`config.mk`:
```
export PLATFORM = sky130hd
export DESIGN_NAME = config_chain_loader
export DESIGN_NICKNAME = d
export VERILOG_FILES = /design/src/rtl/config_chain_loader.sv
export SDC_FILE = /design/constraint.sdc
export NUM_CORES = 1
export LEC_CHECK = 0
export ABC_AREA = 1
export BUFFER_PORTS_ARGS = -buffer_cell sky130_fd_sc_hd__buf_2
export CORE_ASPECT_RATIO = 2
export CORE_MARGIN = 4
export CORE_UTILIZATION = 45
export CTS_BUF_LIST = sky130_fd_sc_hd__clkbuf_2
export DETAILED_ROUTE_END_ITERATION = 7
export MAX_ROUTING_LAYER = met4
export PLACE_DENSITY = 0.7
export SLEW_MARGIN = 20
export SYNTH_ARGS = -nofsm -noshare
export SYNTH_HDL_FRONTEND = slang
export SYNTH_SLANG_ARGS = --single-unit
```
`constraint.sdc`:
```
create_clock -name clock -period 1.6 [get_ports clock]
set_clock_uncertainty 0.1 [all_clocks]
set_input_delay 0.16 -clock clock [delete_from_list [all_inputs] [get_ports clock]]
set_output_delay 0.16 -clock clock [all_outputs]
set_load 0.01 [all_outputs]
```
`src/rtl/config_chain_loader.sv`:
```
// config_chain_loader: takes bitstream words from a host over valid/ready and
// shifts them LSB-first into the FPGA configuration chain. It stops after
// exactly CHAIN_LENGTH bits and drops any surplus bits of the final word.
// Optional feature macro CONFIG_CHAIN_LOADER_CRC_EN adds a CRC-8 check:
// poly 0x07, init 0x00, MSB-first register, fed with every bit shifted.
// The word accepted after the chain is full carries the expected CRC.
module config_chain_loader #(
  parameter int WORD_WIDTH   = 8,
  parameter int CHAIN_LENGTH = 64
) (
  input  logic                  clock,
  input  logic                  nreset,
  input  logic                  start,
  input  logic                  abort,
  input  logic [WORD_WIDTH-1:0] word_in,
  input  logic                  word_valid,
  output logic                  word_ready,
  output logic                  config_data_out,
  output logic                  config_shift_en,
  output logic                  busy,
  output logic                  config_done,
  output logic                  error
);

  localparam int CNT_W  = $clog2(CHAIN_LENGTH + 1);
  localparam int SCNT_W = $clog2(WORD_WIDTH + 1);

`ifdef CONFIG_CHAIN_LOADER_CRC_EN
  typedef enum logic [2:0] {S_IDLE, S_LOAD, S_CHECK, S_DONE, S_ERROR} state_t;
`else
  typedef enum logic [2:0] {S_IDLE, S_LOAD, S_DONE, S_ERROR} state_t;
`endif

  state_t                state_reg, state_next;
  logic [WORD_WIDTH-1:0] shift_reg, shift_next;
  logic [SCNT_W-1:0]     scnt_reg, scnt_next;    // bits still held in the shifter
  logic [CNT_W-1:0]      bit_cnt_reg, bit_cnt_next; // bits pushed into the chain
`ifdef CONFIG_CHAIN_LOADER_CRC_EN
  logic [7:0]            crc_reg, crc_next;
  logic                  crc_fb;
`endif

  logic shifting;
  logic last_chain_bit;
  logic more_than_one_left;
  logic fire;

  // A bit is presented to the chain whenever the shifter is non-empty in LOAD.
  always_comb begin
    shifting           = (state_reg == S_LOAD) && (scnt_reg != '0);
    last_chain_bit     = shifting && (bit_cnt_reg == CNT_W'(CHAIN_LENGTH - 1));
    // Remaining bits = CHAIN_LENGTH - bit_cnt; refill only if more than one remains.
    more_than_one_left = (bit_cnt_reg < CNT_W'(CHAIN_LENGTH - 1));
    word_ready         = 1'b0;
    if (state_reg == S_LOAD) begin
      word_ready = (scnt_reg == '0) ||
                   ((scnt_reg == SCNT_W'(1)) && more_than_one_left);
    end
`ifdef CONFIG_CHAIN_LOADER_CRC_EN
    if (state_reg == S_CHECK) begin
      word_ready = 1'b1;
    end
`endif
    fire            = word_valid && word_ready;
    config_shift_en = shifting;
    config_data_out = shifting && shift_reg[0];
`ifdef CONFIG_CHAIN_LOADER_CRC_EN
    busy            = (state_reg == S_LOAD) || (state_reg == S_CHECK);
    error           = (state_reg == S_ERROR);
`else
    busy            = (state_reg == S_LOAD);
    error           = 1'b0;
`endif
    config_done     = (state_reg == S_DONE);
  end

  // Next-state logic: shifting, word acceptance, bit counting and CRC.
  always_comb begin
    state_next   = state_reg;
    shift_next   = shift_reg;
    scnt_next    = scnt_reg;
    bit_cnt_next = bit_cnt_reg;
`ifdef CONFIG_CHAIN_LOADER_CRC_EN
    crc_next     = crc_reg;
    crc_fb       = crc_reg[7] ^ shift_reg[0];
`endif
    if (abort) begin
      // Chain keeps whatever it already holds; only the loader is reset.
      state_next = S_IDLE;
      scnt_next  = '0;
    end else begin
      case (state_reg)
        S_LOAD: begin
          if (shifting) begin
            shift_next   = shift_reg >> 1;
            scnt_next    = scnt_reg - SCNT_W'(1);
            bit_cnt_next = bit_cnt_reg + CNT_W'(1);
`ifdef CONFIG_CHAIN_LOADER_CRC_EN
            crc_next     = {crc_reg[6:0], 1'b0} ^ (crc_fb ? 8'h07 : 8'h00);
`endif
          end
          if (last_chain_bit) begin
            // Chain full: surplus bits of this word are dropped.
            scnt_next = '0;
`ifdef CONFIG_CHAIN_LOADER_CRC_EN
            state_next = S_CHECK;
`else
            state_next = S_DONE;
`endif
          end else if (fire) begin
            shift_next = word_in;
            scnt_next  = SCNT_W'(WORD_WIDTH);
          end
        end
`ifdef CONFIG_CHAIN_LOADER_CRC_EN
        S_CHECK: begin
          if (fire) begin
            state_next = (word_in[7:0] == crc_reg) ? S_DONE : S_ERROR;
          end
        end
`endif
        default: begin
          // IDLE, DONE and ERROR all restart a fresh load on start.
          if (start) begin
            state_next   = S_LOAD;
            scnt_next    = '0;
            bit_cnt_next = '0;
`ifdef CONFIG_CHAIN_LOADER_CRC_EN
            crc_next     = 8'h00;
`endif
          end
        end
      endcase
    end
  end

  // State and datapath registers with asynchronous clear.
  always_ff @(posedge clock or negedge nreset) begin
    if (!nreset) begin
      state_reg   <= S_IDLE;
      shift_reg   <= '0;
      scnt_reg    <= '0;
      bit_cnt_reg <= '0;
`ifdef CONFIG_CHAIN_LOADER_CRC_EN
      crc_reg     <= 8'h00;
`endif
    end else begin
      state_reg   <= state_next;
      shift_reg   <= shift_next;
      scnt_reg    <= scnt_next;
      bit_cnt_reg <= bit_cnt_next;
`ifdef CONFIG_CHAIN_LOADER_CRC_EN
      crc_reg     <= crc_next;
`endif
    end
  end

endmodule

```
-- Yosys cells after proc, flatten, opt, wreduce, memory -nomap -nowiden
Cells that the tools add are included.
- register bits after elaboration: 22
- input port bits: 13
- output and inout port bits: 6
- logic and storage cells: 46
- add/sub/neg operators: 2
- magnitude comparators: 1
- equal/unequal tests: 7
- mux-type cells: 17
- bitwise operators: 1
- reductions and logical operators: 14
- operator list (cell ; count):
    4-bit 2-to-1 mux ; 6
    8-bit 2-to-1 mux ; 3
    7-bit 2-to-1 mux ; 3
    3-bit 2-to-1 mux ; 4
    7-bit by 1-bit adder with 7-bit output, second input constant ; 1
    7-bit by 6-bit == test with 1-bit output, second input constant ; 1
    7-bit by 6-bit < comparator with 1-bit output, second input constant ; 1
    2-bit AND reduction ; 3
    1-bit logical AND ; 5
    5-bit by 3-bit inequality test with 1-bit output, second input constant ; 1
    4-bit by 1-bit == test with 1-bit output, second input constant ; 1
    4-bit logical NOT ; 1
    4-bit nonzero test ; 1
    4-bit by 1-bit subtractor with 4-bit output, second input constant ; 1
    3-bit by 1-bit == test with 1-bit output, second input constant ; 1
    3-bit by 2-bit == test with 1-bit output, second input constant ; 1
    3-bit by 2-bit inequality test with 1-bit output, second input constant ; 1
    3-bit AND reduction ; 1
    3-bit nonzero test ; 1
    2-bit inequality test, second input constant ; 1
    2-bit nonzero test ; 1
    1-bit logical OR ; 1
    1-bit 2-to-1 mux ; 1
    1-bit inverter ; 1

-- Depth between registers and ports, before layout
Gate-level depths: netlist of run 1.
- depth after elaboration: 9
- gate-level depth with buffers: 11
- depth with buffers taken out: 11

-- Worst setup path before layout of run 1
OpenSTA, ideal clock, no wires.
- kind: register to register
- start point: reg scnt_reg[0]
- end point: reg scnt_reg[0]
- library setup time: 76 ps
- arrival time: 1396 ps
- data required time: 1424 ps
- setup slack: 28 ps
- cell stages (with the launch flop): 11
- buffers on the path: 0
- period minus slack after synthesis: 1572 ps
- cell sequence: dfrtp_1 inv_1 ha_1 nand3_2 nand2_4 inv_8 nand2_8 nand2_4 inv_2 nand3_4 o21ai_1
- elaborated cells on any way between the ends: 17
- classes of those cells: 1 x add/sub; 2 x eq/ne; 6 x mux; 8 x reduce/logical
- RTL lines (element ; line ; RTL):
    start: declaration ; 36 ; logic [SCNT_W-1:0] scnt_reg, scnt_next;
    start signal: assignment ; 150 ; scnt_reg <= scnt_next;
    4-bit nonzero test (*) ; 50 ; shifting = (state_reg == S_LOAD) && (scnt_reg != '0);
    1-bit logical AND (*) ; 50 ;
    named net config_shift_en ; 19 ; output logic config_shift_en,
    1-bit logical AND ; 51 ; last_chain_bit = shifting && (bit_cnt_reg == CNT_W'(CHAIN_LENGTH - 1));
    4-bit 2-to-1 mux ; 102 ; if (last_chain_bit) begin
    4-bit 2-to-1 mux ; 92 ; case (state_reg)
    4-bit 2-to-1 mux ; 87 ; if (abort) begin
The timed path passes the listed nets; every way through them passes the cells marked *. The select of a mux whose other input is x is not followed.
A chain may end at the register's enable or synchronous reset.

-- Worst setup path in the final report of run 1
- start point: reg scnt_reg[1]
- end point: out word_ready
- cells in the longest elaborated chain, start to end: 4
- elaborated cells on any way between the ends: 5
- classes of those cells: 1 x eq/ne; 1 x mux; 3 x reduce/logical
- RTL lines (element ; line ; RTL):
    4-bit by 1-bit == test with 1-bit output ; 57 ; ((scnt_reg == SCNT_W'(1)) && more_than_one_left);
    1-bit logical AND ; 57 ;
    1-bit logical OR (*) ; 56 ; word_ready = (scnt_reg == '0) ||
    1-bit 2-to-1 mux (*) ; 55 ; if (state_reg == S_LOAD) begin
    end: declaration ; 17 ; output logic word_ready,
Mark *: on every way between the ends. The rest lies on a longest branch, timed or not.

==> metrics.yaml, run 1 <==
drt:
  wl_um: 3660
  via_count: 1383
  drc: 0
  ant_nets: 0
  drt_iter0_drc: 43
  wire_per_inst_um: 13.6
  drt-vias-per-instance: 5.14
  drt-pass1-iter-count: 4
power:
  power_w: 0.00171
  sequentialPowerShare_pct: 42.4
  combPwrFrac_pct: 43.2
  p_int_w: 0.00103
  pwr-share-clk_pct: 14.4
  p_leak_nw: 1.02
  switchingPower_w: 0.000683
  peakVddDrop_v: 0.000538
  swShare_pct: 39.9
  powerDensity_mw_per_mm2: 893
global_route:
  grt_pass1_vias: 1300
  grt_start_max_net_pins: 22
  antenna_found_initial: 0
  grt_use_total_pct: 19.4
  grt_pass1_wl_um: 5670
  grt.overflow.total: 0
outcome:
  outcome: "finished, violations left"
  violations: "setup timing"
synth:
  synth.net_count: 208
  syn-cell-area_mm2: 0.00146
  syn_avg_cell_area_um2: 7.61
  ys_types: 28
  ys_seq_elements: 21
  synth-seq-area-share_pct: 36.0
  syn-instance-count: 192
  synth_warnings: 0
cts:
  clkLatencyLatePin_ps: 360
  h-tree-depth: 1
  tritoncts: "yes"
  cts.reportedPaths.clkPinSlew_ps: 210
  numCtsBuffers: 3
  clock_sinks: 21
  cts_buffer_depth: 2
  root_buffer: "clkbuf_2"
sta:
  grt_setup_unrepaired: "yes"
  worst_slack_ps: -226
  post-route-min-period_ps: 1830
  finalCritPeriodShare_pct: 114
  finalMaxSlewViolations: 0
  finalHoldViolCount: 0
  fmax_mhz: 548
  final-setup-viol-count: 16
layout:
  final_nets: 255
  largest_reg_flops: 8
  drive_above_1_share_pct: 32.4
  n_antenna_cell: 0
  area_delta_synth_final_pct: 31.1
critical_path:
  path_max_fanout: 2
  path_class: "reg2out"
  critPathLaunchType: "register"
  arrival_ps: 1570
  crit_slowest_cell: "dfrtp_1"
  rrSetupSlack_ps: -180
  worstPathCellList: "inv_2 -> buf_6 -> ha_4 -> nand2_2 -> nor2_2 -> nand3_2 -> nand2_4 -> buf_6"
  cp_common_cell: "buf_6"
  critical_path_required_ps: 1340
  cp-end-kind: "primary output"
  cpPeakStageDelay_ps: 430
floorplan:
  die_width_um: 48.3
  rows: 29
  core_area_mm2: 0.00316
  io_pins: 19
  dieArea_mm2: 0.00428
  start_util_pct: 46.3
  die_h_um: 88.6
placed_design:
  dp_hpwl_um: 2650
  io_buffers: 17
  gp_congestion: 0.928
  pre_cts_ws_ps: -62.6
run:
  maxCapViolCount: 0
worst_hold_path:
  worstHoldPathType: "in2reg"
## cell type report
cell class	count	area, um2
clock buffer	4	20.0
fill	281	1240
inverter	40	165
multi-input combinational	130	832
sequential	21	526
tap	31	38.8
timing repair buffer	43	334
## synthesized netlist by cell type, drive strengths merged
master,number,area share [%]
a21boi,1,0.51
a21oi,1,0.34
buf,2,0.86
conb,1,0.26
dfrtp,21,36
ha,3,2.6
inv,40,11
nand2,59,20
nand3,20,9.6
nand4,11,4.7
nor2,10,4.4
o211ai,1,0.51
o21ai,19,7.0
xnor2,1,0.60
xor2,2,1.2
## critical path, delay by kind of cell, from the launching register on
kind          cells  cell delay, ps
simple gates      4             370
buf+inv           3             300
flops             1             430
fa+ha+maj         1             110
## power groups by stage
stage | Clock (W) | Sequential [W] | Combinational [W]
after floorplan | 0 | 0.000706 | 0.000442
after global placement | 0 | 0.000729 | 0.000607
after detailed placement | 0 | 0.000733 | 0.000619
after CTS | 0.000245 | 0.000724 | 0.000706
after global routing | 0.000278 | 0.000738 | 0.000823
final | 0.000246 | 0.000726 | 0.000739
## path summary, 6_finish.rpt
| check | from | to | cells past startpoint |
|---|---|---|---|
| max | scnt_reg[1] | word_ready | 8 |
| min | word_in[0] | shift_reg[0] | 5 |
| max reg2reg | scnt_reg[1] | shift_reg[6] | 12 |
| min reg2reg | shift_reg[0] | shift_reg[0] | 2 |
| max in group asynchronous | nreset | bit_cnt_reg[0] | 2 |
| min in group asynchronous | nreset | bit_cnt_reg[1] | 2 |
## per-stage QoR
step	utilization [%]	hold slack, ps	instance area, um2	TNS [ps]	cells
final	60.7	22.1	1920	-2130	269
after detailed placement	52.8	60.1	1670	-407	249
after floorplan	-	-236	1460	0	192
after global placement	52.8	43.5	1670	-186	249
after global routing	60.7	0.246	1920	-4070	269
after CTS	58.3	31.1	1840	-1700	261
## routing by layer
| layer | part of all wire, % | routed length [um] | GRT usage [%] |
|---|---|---|---|
| met1 | 34 | 1250 | 18.3 |
| met2 | 57 | 2100 | 34.9 |
| met3 | 4.1 | 152 | 2.65 |
| met4 | 4.3 | 159 | 10.0 |
| met5 | 0 | 0 | - |
## repair_timing
action	in CTS	in global routing
buffers inserted	5	8
hold endpoints to repair	23	0
setup endpoints to repair	16	17
pin swaps	10	0
hold buffers	3	0
resized for setup	18	4
gates cloned	1	0
## cell usage in the layout, fill, tap and decap left out
master	synthesis	routed
o21ai_1	3	4
nor2_4	1	1
nor2_2	1	4
buf_4	1	18
o21ai_0	14	13
xor2_1	2	2
nand3_2	3	2
buf_12	0	1
nor2_1	7	4
nand3_4	2	3
nand3_1	15	15
dfrtp_1	21	21
nand2_1	50	49
inv_2	3	5
nand2_2	0	1
xnor2_1	1	1
nor2_8	1	1
nand4_1	11	11
nand2_8	1	3
o211ai_1	1	1
nand2_4	8	7
conb_1	1	1
buf_2	1	14
inv_8	1	2
a21boi_1	1	1
inv_1	35	33
ha_4	0	2
ha_1	3	1
a21oi_1	1	1
o21ai_2	2	2
dlygate4sd3_1	0	3
clkbuf_2	0	4
buf_6	0	7
## kinds of logic (layout without fill, tap and decap cells)
group	after synthesis	after routing	synth area share, %
xor gates and xnor gates	3	3	1.80
and+or+nand+nor	100	101	39.0
buffers and inverters	42	87	12.0
DFF	21	21	36.0
other	1	1	0.257
AOI/OAI and AO/OA	22	22	8.39
adders and majority gates	3	3	2.57
(Power assumes the default switching activity.)
==> inputs of run 2 (changes only) <==
--- a/config.mk
+++ b/config.mk
@@ -9,11 +9,11 @@
 export BUFFER_PORTS_ARGS = -buffer_cell sky130_fd_sc_hd__buf_2
 export CORE_ASPECT_RATIO = 2
 export CORE_MARGIN = 4
-export CORE_UTILIZATION = 45
+export CORE_UTILIZATION = 52
 export CTS_BUF_LIST = sky130_fd_sc_hd__clkbuf_2
 export DETAILED_ROUTE_END_ITERATION = 7
 export MAX_ROUTING_LAYER = met4
-export PLACE_DENSITY = 0.7
+export PLACE_DENSITY = 0.79
 export SLEW_MARGIN = 20
 export SYNTH_ARGS = -nofsm -noshare
 export SYNTH_HDL_FRONTEND = slang
==> run 2 against run 1 <==
Effect of this change: the flow still finishes with violations (setup timing); worst setup slack improved by 58 ps; clock-buffer cell count unchanged; sequential share of layout area decreased by 0.054 points; register-to-register slack improved by 60 ps; via count increased by 3.3%; first-iteration DRC count increased by 40%; sequential cell count unchanged; cell area increased by 0.20%; critical path depth decreased by 1; critical endpoint unchanged; largest cell class unchanged.
==> metrics.yaml, run 2 (synthesis results as in run 1) <==
power:
  p_leak_nw: 0.999
  pwr-share-clk_pct: 13.9
  powerDensity_mw_per_mm2: 895
  switchingPower_w: 0.000689
  combPwrFrac_pct: 44.3
  peakVddDrop_v: 0.000530
  p_int_w: 0.00103
  sequentialPowerShare_pct: 41.8
  swShare_pct: 40.1
run:
  maxCapViolCount: 0
sta:
  holdWs_ps: 43.3
  fmax_mhz: 566
  grt_setup_unrepaired: "yes"
  post-route-min-period_ps: 1770
  finalMaxSlewViolations: 0
  finalHoldViolCount: 0
  finalCritPeriodShare_pct: 110
  final-setup-viol-count: 14
  worst_slack_ps: -167
global_route:
  grt_pass1_vias: 1380
  grt_use_total_pct: 21.2
  grt_start_max_net_pins: 22
  grt.overflow.total: 0
  antenna_found_initial: 0
  grt_pass1_wl_um: 5980
layout:
  area_delta_synth_final_pct: 31.3
  layout_common_cells: "nand2_1 (48), inv_1 (32), dfrtp_1 (21)"
  largest_reg_flops: 8
  final_nets: 251
  drive_above_1_share_pct: 33.3
  instances_no_fill: 263
  mostFrequentLayoutCell: "nand2_1"
  n_antenna_cell: 0
cts:
  tritoncts: "yes"
  clkLatencyLatePin_ps: 340
  numCtsBuffers: 3
  root_buffer: "clkbuf_2"
  cts.reportedPaths.clkPinSlew_ps: 210
  cts_buffer_depth: 2
  clock_sinks: 21
  h-tree-depth: 1
drt:
  wl_um: 3760
  via_count: 1429
  wire_per_inst_um: 14.3
  drc: 0
  drt-vias-per-instance: 5.43
  drt-pass1-iter-count: 4
  drt_iter0_drc: 60
  ant_nets: 0
placed_design:
  dp_hpwl_um: 2530
  pre_cts_ws_ps: -23.1
  dp.cells: 244
  io_buffers: 17
  gp_congestion: 0.906
critical_path:
  cpPeakStageDelay_ps: 430
  path_class: "reg2out"
  critPathLaunchType: "register"
  worstPathCellList: "inv_2 -> ha_4 -> inv_1 -> nor2_2 -> nand2_1 -> nand2_4 -> buf_6"
  crit_slowest_cell: "dfrtp_1"
  path_max_fanout: 3
  worst-path-buf-inv: 3
  arrival_ps: 1510
  critical_path_required_ps: 1340
  crit_family: "flip-flops"
  cp-end-kind: "primary output"
floorplan:
  dieArea_mm2: 0.00377
  die_h_um: 83.0
  die_width_um: 45.5
  start_util_pct: 53.4
  io_pins: 19
  rows: 27
  core_area_mm2: 0.00274
worst_hold_path:
  worstHoldPathType: "in2reg"
outcome:
  outcome: "finished, violations left"
  violations: "setup timing"
## run 2: metal layers
| metal | track usage, % | wire (um) | up-vias |
|---|---|---|---|
| met5 | - | 0 | - |
| met4 | 9.07 | 97 | 0 |
| met3 | 2.39 | 156 | 17 |
| met2 | 36.8 | 2190 | 57 |
| met1 | 22.5 | 1320 | 666 |
| li1 | - | - | 689 |
## run 2: through the flow
step                      cell area (um2)  util [%]  power (W)  setup TNS, ps
after global routing                 1920      70.1    0.00183          -2730
after floorplan                      1460         -    0.00115              0
after global placement               1630      59.6    0.00130          -13.2
final                                1920      70.1    0.00172          -1230
after CTS                            1850      67.5    0.00165          -1250
after detailed placement             1630      59.6    0.00132          -80.2
## run 2: layout make-up
type / instances / area, um2
multi-input combinational: 130 / 860
fill: 214 / 817
sequential: 21 / 526
timing repair buffer: 39 / 305
inverter: 40 / 173
tap: 29 / 36.3
clock buffer: 4 / 20.0
## run 2: repair_timing
| action | in CTS | in global routing |
|---|---|---|
| cloned | 1 | 0 |
| endpoints found under the hold margin | 23 | 0 |
| pin swaps | 8 | 2 |
| setup buffers | 9 | 3 |
| gates resized for setup | 18 | 14 |
| setup endpoints to repair | 16 | 18 |
| hold buffers | 3 | 0 |
## run 2: path summary, 6_finish.rpt
| path | startpoint | endpoint | slack (ps) | cells after the start |
|---|---|---|---|---|
| worst max-delay path | scnt_reg[1] | word_ready | -170 | 7 |
| worst min-delay path | word_in[3] | shift_reg[3] | 40 | 5 |
| worst max register to register | scnt_reg[1] | shift_reg[6] | -120 | 11 |
| worst min register to register | shift_reg[0] | shift_reg[0] | 410 | 2 |
| max in group asynchronous | nreset | shift_reg[0] | 890 | 2 |
| min in group asynchronous | nreset | shift_reg[2] | 170 | 2 |
## run 2: worst min-delay path: cells and delay by family
kind | cells | cell delay, ps
buffers and inverters | 2 | 110
and+or+nand+nor | 3 | 210
## run 2: power by group through the flow
stage                     registers (W)  clock network, W  logic [W]
after floorplan                0.000706                 0   0.000442
after global routing           0.000728          0.000260   0.000843
after CTS                      0.000715          0.000238   0.000702
after global placement         0.000723                 0   0.000581
final                          0.000718          0.000238   0.000761
after detailed placement       0.000725                 0   0.000595
